==> src/rtl/cordic_result_writer_if.sv <==
// Result-stream and SRAM write-port bundle for cordic_result_writer.
// Latency: none (wires only).
// Backpressure: the result stream has none; the write side stalls on mem_ready.
//
// Signals:
//   valid_in / result_in : engine result stream (no backpressure)
//   mem_ready            : SRAM accepts the write this cycle
//   mem_wen/addr/wdata   : SRAM write request, address and data
// Modports:
//   slave  : writer view (consumes the stream, drives the SRAM port)
//   master : environment view (engine + SRAM)
interface cordic_result_writer_if #(
  parameter int IO_BW   = 32,
  parameter int ADDR_BW = 10
);
  logic               valid_in;
  logic [IO_BW-1:0]   result_in;
  logic               mem_ready;
  logic               mem_wen;
  logic [ADDR_BW-1:0] mem_addr;
  logic [IO_BW-1:0]   mem_wdata;

  modport slave (
    input  valid_in, result_in, mem_ready,
    output mem_wen, mem_addr, mem_wdata
  );

  modport master (
    output valid_in, result_in, mem_ready,
    input  mem_wen, mem_addr, mem_wdata
  );
endinterface

==> src/rtl/cordic_result_writer.sv <==
// Writes CORDIC results to consecutive SRAM addresses through a small FIFO.
// Latency: a result pushed at edge N is presented on the SRAM port after edge N.
// Backpressure: mem_ready low stalls writes; results arriving on a full FIFO are dropped.
//
// Ports:
//   clk, rst        : clock and synchronous active-high reset
//   start           : one-cycle job start, honoured in IDLE only
//   base_addr       : first SRAM address of the job (latched on start)
//   num_results     : results in the job (latched on start)
//   bus (slave)     : result stream in, SRAM write port out
//   busy            : job running
//   done            : one-cycle pulse once the last result is written
//   overflow        : sticky, a result was dropped on a full FIFO
//   written_cnt     : results written in the current job
module cordic_result_writer #(
  parameter int IO_BW      = 32,
  parameter int ADDR_BW    = 10,
  parameter int FIFO_DEPTH = 8
) (
  input  logic                   clk,
  input  logic                   rst,
  input  logic                   start,
  input  logic [ADDR_BW-1:0]     base_addr,
  input  logic [ADDR_BW-1:0]     num_results,
  cordic_result_writer_if.slave  bus,
  output logic                   busy,
  output logic                   done,
  output logic                   overflow,
  output logic [ADDR_BW-1:0]     written_cnt
);

  localparam int PTR_W = $clog2(FIFO_DEPTH);
  localparam int CNT_W = PTR_W + 1;

  typedef enum logic [1:0] {
    ST_IDLE = 2'd0,
    ST_RUN  = 2'd1,
    ST_DONE = 2'd2
  } state_t;

  state_t             state_q, state_d;
  logic [ADDR_BW-1:0] base_q, base_d;
  logic [ADDR_BW-1:0] num_q, num_d;
  logic [ADDR_BW-1:0] accepted_q, accepted_d;
  logic [ADDR_BW-1:0] written_q, written_d;
  logic               overflow_q, overflow_d;
  logic [PTR_W-1:0]   rd_ptr_q, rd_ptr_d;
  logic [PTR_W-1:0]   wr_ptr_q, wr_ptr_d;
  logic [CNT_W-1:0]   count_q, count_d;

  // Storage carries no reset: the pointers and count define what is valid.
  logic [IO_BW-1:0]   fifo_mem_q [FIFO_DEPTH];

  logic run;
  logic fifo_empty;
  logic fifo_full;
  logic pop;
  logic want_push;
  logic push;
  logic drop;

  assign run        = (state_q == ST_RUN);
  assign fifo_empty = (count_q == '0);
  assign fifo_full  = (count_q == CNT_W'(FIFO_DEPTH));

  // A write completes when the head is offered and the SRAM takes it.
  assign pop        = run && !fifo_empty && bus.mem_ready;

  // Results beyond the programmed total are discarded without flagging.
  assign want_push  = run && bus.valid_in && (accepted_q < num_q);

  // A pop in the same cycle frees the slot, so a full FIFO can still accept.
  assign push       = want_push && (!fifo_full || pop);
  assign drop       = want_push && fifo_full && !pop;

  always_comb begin
    state_d    = state_q;
    base_d     = base_q;
    num_d      = num_q;
    accepted_d = accepted_q;
    written_d  = written_q;
    overflow_d = overflow_q;
    rd_ptr_d   = rd_ptr_q;
    wr_ptr_d   = wr_ptr_q;
    count_d    = count_q;

    case (state_q)
      ST_IDLE: begin
        if (start) begin
          base_d     = base_addr;
          num_d      = num_results;
          accepted_d = '0;
          written_d  = '0;
          overflow_d = 1'b0;
          rd_ptr_d   = '0;
          wr_ptr_d   = '0;
          count_d    = '0;
          state_d    = (num_results == '0) ? ST_DONE : ST_RUN;
        end
      end

      ST_RUN: begin
        if (push) begin
          accepted_d = accepted_q + ADDR_BW'(1);
          wr_ptr_d   = wr_ptr_q + PTR_W'(1);
        end
        if (pop) begin
          rd_ptr_d  = rd_ptr_q + PTR_W'(1);
          written_d = written_q + ADDR_BW'(1);
          // num_q is non-zero in RUN, so this cannot wrap falsely.
          if ((written_q + ADDR_BW'(1)) == num_q) begin
            state_d = ST_DONE;
          end
        end
        if (drop) begin
          overflow_d = 1'b1;
        end
        case ({push, pop})
          2'b10:   count_d = count_q + CNT_W'(1);
          2'b01:   count_d = count_q - CNT_W'(1);
          default: count_d = count_q;
        endcase
      end

      ST_DONE: begin
        state_d = ST_IDLE;
      end

      default: begin
        state_d = ST_IDLE;
      end
    endcase
  end

  always_ff @(posedge clk) begin
    if (rst) begin
      state_q    <= ST_IDLE;
      base_q     <= '0;
      num_q      <= '0;
      accepted_q <= '0;
      written_q  <= '0;
      overflow_q <= 1'b0;
      rd_ptr_q   <= '0;
      wr_ptr_q   <= '0;
      count_q    <= '0;
    end else begin
      state_q    <= state_d;
      base_q     <= base_d;
      num_q      <= num_d;
      accepted_q <= accepted_d;
      written_q  <= written_d;
      overflow_q <= overflow_d;
      rd_ptr_q   <= rd_ptr_d;
      wr_ptr_q   <= wr_ptr_d;
      count_q    <= count_d;
    end
  end

  always_ff @(posedge clk) begin
    if (push) begin
      fifo_mem_q[wr_ptr_q] <= bus.result_in;
    end
  end

  // SRAM port is quiet (all zero) outside RUN; the address wraps naturally.
  assign bus.mem_wen   = run && !fifo_empty;
  assign bus.mem_wdata = run ? fifo_mem_q[rd_ptr_q] : '0;
  assign bus.mem_addr  = run ? (base_q + written_q) : '0;

  assign busy        = run;
  assign done        = (state_q == ST_DONE);
  assign overflow    = overflow_q;
  assign written_cnt = written_q;

endmodule

==> src/flat_wrapper.sv <==
// flat-port wrapper written by rule: the top's interface ports become plain ports
module cordic_result_writer_flat 
#(
  parameter int IO_BW      = 32,
  parameter int ADDR_BW    = 10,
  parameter int FIFO_DEPTH = 8
)
  (clk, rst, start, base_addr, num_results, busy, done, overflow, written_cnt, bus_valid_in, bus_result_in, bus_mem_ready, bus_mem_wen, bus_mem_addr, bus_mem_wdata);
  cordic_result_writer_if #(.IO_BW(IO_BW), .ADDR_BW(ADDR_BW)) bus_i ();
  input  logic clk;
  input  logic rst;
  input  logic start;
  input  logic [ADDR_BW-1:0] base_addr;
  input  logic [ADDR_BW-1:0] num_results;
  output logic busy;
  output logic done;
  output logic overflow;
  output logic [ADDR_BW-1:0] written_cnt;
  input wire logic [$bits(bus_i.valid_in)-1:0] bus_valid_in;
  input wire logic [$bits(bus_i.result_in)-1:0] bus_result_in;
  input wire logic [$bits(bus_i.mem_ready)-1:0] bus_mem_ready;
  output wire logic [$bits(bus_i.mem_wen)-1:0] bus_mem_wen;
  output wire logic [$bits(bus_i.mem_addr)-1:0] bus_mem_addr;
  output wire logic [$bits(bus_i.mem_wdata)-1:0] bus_mem_wdata;
  assign bus_i.valid_in = bus_valid_in;
  assign bus_i.result_in = bus_result_in;
  assign bus_i.mem_ready = bus_mem_ready;
  assign bus_mem_wen = bus_i.mem_wen;
  assign bus_mem_addr = bus_i.mem_addr;
  assign bus_mem_wdata = bus_i.mem_wdata;
  cordic_result_writer #(.IO_BW(IO_BW), .ADDR_BW(ADDR_BW), .FIFO_DEPTH(FIFO_DEPTH)) u_core (.clk(clk), .rst(rst), .start(start), .base_addr(base_addr), .num_results(num_results), .bus(bus_i), .busy(busy), .done(done), .overflow(overflow), .written_cnt(written_cnt));
endmodule
==> config.mk <==
export PLATFORM = sky130hd
export DESIGN_NAME = cordic_result_writer_flat
export DESIGN_NICKNAME = d
export VERILOG_FILES = /design/src/rtl/cordic_result_writer_if.sv /design/src/rtl/cordic_result_writer.sv /design/src/flat_wrapper.sv
export SDC_FILE = /design/constraint.sdc
export NUM_CORES = 1
export LEC_CHECK = 0
export ABC_AREA = 1
export BUFFER_PORTS_ARGS = -buffer_cell sky130_fd_sc_hd__buf_4
export CORE_UTILIZATION = 40
export DETAILED_ROUTE_END_ITERATION = 8
export SLEW_MARGIN = 20
export SYNTH_ARGS = -nofsm -noshare
export SYNTH_HDL_FRONTEND = slang
export SYNTH_SLANG_ARGS = --single-unit
==> constraint.sdc <==
create_clock -name clk -period 3.78 [get_ports clk]
set_clock_uncertainty 0.05 [all_clocks]
set_input_delay 0 -clock clk [delete_from_list [all_inputs] [get_ports clk]]
set_output_delay 0 -clock clk [all_outputs]
set_load 0.05 [all_outputs]
==> metrics <==
number of flops mapped to enable cells by yosys 256; wire length of the first global-routing pass 52.05 mm; count of nets left with antenna violations after detail routing 0; Worst-Skew Late Latency 0.52 ns; routed length per instance around 18 um; fill cell instance count of the final layout ~2,900; Floorplan Core Area between 30,000 and 40,000 um2; number of port buffers roughly 110; post-synthesis sequential area ratio between 60% and 70%; proportion of synthesized flip-flops having asynchronous set or reset 0%; root buffer cell clkbuf_16; number of max-capacitance violations reported 0; total setup buffers inserted after CTS 0; number of max-slew violations in the final report 0; leading register cell type out of synthesis edfxtp_1; level count of the clock H-tree 2; number of global-route vias before repair approximately 9,300; effective utilization at floorplan roughly two fifths; maximum fanout count along the critical path 18; Sequential Area between 8000 and 9000 um2; worst-case clock buffer depth 3; Syn Std Cell Area 13,270 um2; final layout net count between 1,000 and 1,500; Syn-to-layout area delta 22.98%; clock sink count about 310; number of diodes added for antenna fixing 0; die width 184.2 um; post-route clock period utilization roughly 74%; power per standard cell area 505.9 nW/um2; Total GRT Usage around 20%; syn avg cell area ~11 um2; Peak Freq between 300 and 400 MHz; global placement routability congestion between 0.9 and 1; via total after detailed routing 9,741; total detailed-routing wirelength around 33 mm; Yosys warning count 0; post-synth top area share between 50% and 60%; peak supply drop ~0.00036 V; mean number of vias per cell between 5 and 6; area occupied by multi-input gates around 4000 um2; number of buffers created by CTS 36; Detailed Route Iter0 Violations about 870; minimum clock period after layout 2.805 ns; fraction of layout instances using a drive strength above 1 between 10 and 15%; number of placement rows between 60 and 70; CP endpoint kind flop; largest net degree at the start of global routing between 100 and 150; sum of overflow across all layers after global routing 0; Leak Pwr 0.005976 uW; height of the chip roughly 180 um; classification of the worst setup path reg -> reg; count of cells resized by post-cts repair 0; number of antenna violations at the first check in global routing 0; library cell with the largest summed area after synthesis edfxtp_1; Mapped Cells 1,239; number of hold violations in the final report 0; critical path arrival roughly 3.0 ns; category of the worst setup path launch point flop; Data required, critical path about 3.9 ns; hold-critical path depth 4; cell total after placement around 1,800; DRC violations left 0; Reg clk slew, reported paths approximately 0.06 ns; net count of the mapped netlist ~1,300; synthesized flop and latch total about 310; outcome complete, no violations; Worst Max-Slew Pin Slew ~1.1 ns; TritonCTS clock tree yes; fin worst setup slack 0.9748 ns; path category of the worst min-delay check in -> reg; HPWL reported at the end of detailed placement ~19 mm; router iterations before antenna repair 5; worst slack at placement roughly 0.94 ns; cell types with the largest area share after synthesis edfxtp_1 (58%), dfxtp_1 (8.4%), o21ai_0 (7.5%); Boundary Pins approximately 110; Relative slew margins 27.54%; number of standard cells in the final layout excluding fillers about 1,900; Reg2Reg Depth 10; setup repair after global routing missed its margin no; Final setup viols 0; number of different library cells in the post-synthesis netlist 39; Die ar. ~34,000 um2
==> power breakdown <==
part	total (uW)	leakage, uW	internal [uW]	switching, uW
Clock	3120	0.000521	1780	1340
Sequential	3880	0.00276	3810	71.1
Combinational	1260	0.00269	392	866
==> synth_stat cells, types with 2 or more instances <==
cell / instances
nand3_1: 35
nand2_1: 116
a22oi_1: 4
o21ai_0: 200
o21a_1: 2
edfxtp_1: 256
nand4_1: 6
buf_1: 5
nor2_4: 2
xnor2_1: 3
inv_2: 4
ha_1: 24
a21oi_1: 47
buf_2: 8
o22ai_1: 34
a31oi_1: 32
clkbuf_1: 47
dfxtp_1: 56
xor2_1: 5
inv_1: 58
nor4_1: 3
o32ai_1: 2
fa_1: 2
nand2_2: 3
nor2_1: 258
clkinv_1: 3
nand3_2: 2
nor3_1: 11
==> cell families after synthesis <==
kind of cell,count (synthesis),synth area share (%)
and+or+nand+nor,440,13.54
AOI/OAI and AO/OA,327,13.30
DFF,312,66.37
buffers and inverters,126,3.696
adders and majority gates,26,2.564
xor gates and xnor gates,8,0.5280
==> area by class of cell <==
cell class | instances | area share, %
timing repair buffer | 191 | 9.950
multi-input combinational | 801 | 24.65
inverter | 65 | 1.502
tap | 442 | 3.388
clock buffer | 45 | 5.788
sequential | 312 | 54.00
clock inverter | 18 | 0.7206
==> sequential cells by signal, summed over array words and instances, names as in the netlist, named ones only <==
name                flops
u_core.accepted_q      10
u_core.base_q          10
u_core.count_q          4
u_core.fifo_mem_q     256
u_core.num_q           10
u_core.overflow         1
u_core.rd_ptr_q         3
u_core.state_q          2
u_core.wr_ptr_q         3
u_core.written_cnt     10
==> metal layers <==
layer / GRT usage [%] / share of wire (%) / routed length, um / vias to the layer above
li1: - / - / - / 4737
met1: 27.68 / 45 / 14870 / 4645
met2: 32.52 / 47 / 15650 / 321
met3: 3.043 / 6.3 / 2100 / 38
met4: 4.933 / 1.4 / 479 / 0
met5: 0 / 0 / 0 / -
==> through the flow <==
step           TNS, ns  instance area [um2]  hold slack (ns)  utilization [%]  power [uW]
2_1_floorplan   -52.97                13280          0.04887                -        4754
3_3_place_gp         0                14700           0.1766            45.06        5155
3_5_place_dp         0                14700           0.1756            45.06        5162
4_1_cts              0                16320           0.1878            50.04        8329
5_1_grt              0                16320           0.2065            50.04        8597
6_report             0                16320           0.2034            50.04        8257
==> cells in the final DEF (no fill, tap or decap), drive strengths merged <==
cell type | synthesis | routed
o211ai | 1 | 1
a22oi | 4 | 4
clkinv | 3 | 20
nand3 | 37 | 37
edfxtp | 256 | 256
xnor2 | 3 | 3
dlygate4sd3 | 0 | 56
nand2 | 120 | 120
nand3b | 1 | 1
a21o | 1 | 1
o32ai | 2 | 2
a211oi | 1 | 1
nor4 | 3 | 3
o21a | 2 | 2
a31oi | 32 | 32
xor2 | 5 | 5
nand4 | 6 | 6
o21bai | 1 | 1
nor3 | 11 | 11
inv | 62 | 63
ha | 24 | 24
o22ai | 34 | 34
o31ai | 1 | 1
buf | 14 | 135
or2 | 1 | 1
fa | 2 | 2
a21oi | 47 | 47
o21ai | 201 | 201
dfxtp | 56 | 56
nor2 | 261 | 261
clkbuf | 47 | 45
==> what timing repair did <==
action,in CTS,in global routing
hold endpoints to repair,298,0
setup endpoints to repair,0,0
hold buffers,56,0
==> final timing paths <==
kind / from / end / slack, ns
max: u_core.num_q[9] / u_core.fifo_mem_q[1][7] / 0.97
min: base_addr[6] / u_core.base_q[6] / 0.20
max reg2reg: u_core.num_q[9] / u_core.fifo_mem_q[1][7] / 0.97
min reg2reg: u_core.rd_ptr_q[2] / u_core.rd_ptr_q[2] / 0.42
==> critical path: stages (launching register included) <==
cell and delay, ns:
dfxtp_1 0.32, inv_1 0.07, ha_1 0.29, a21oi_1 0.14
nand3_1 0.08, nor2_1 0.13, nand3_2 0.19, nor2_4 0.19
nand2_1 0.21, nor3_4 0.56, buf_12 0.26
Note: power is estimated with default switching activity, not from simulation.
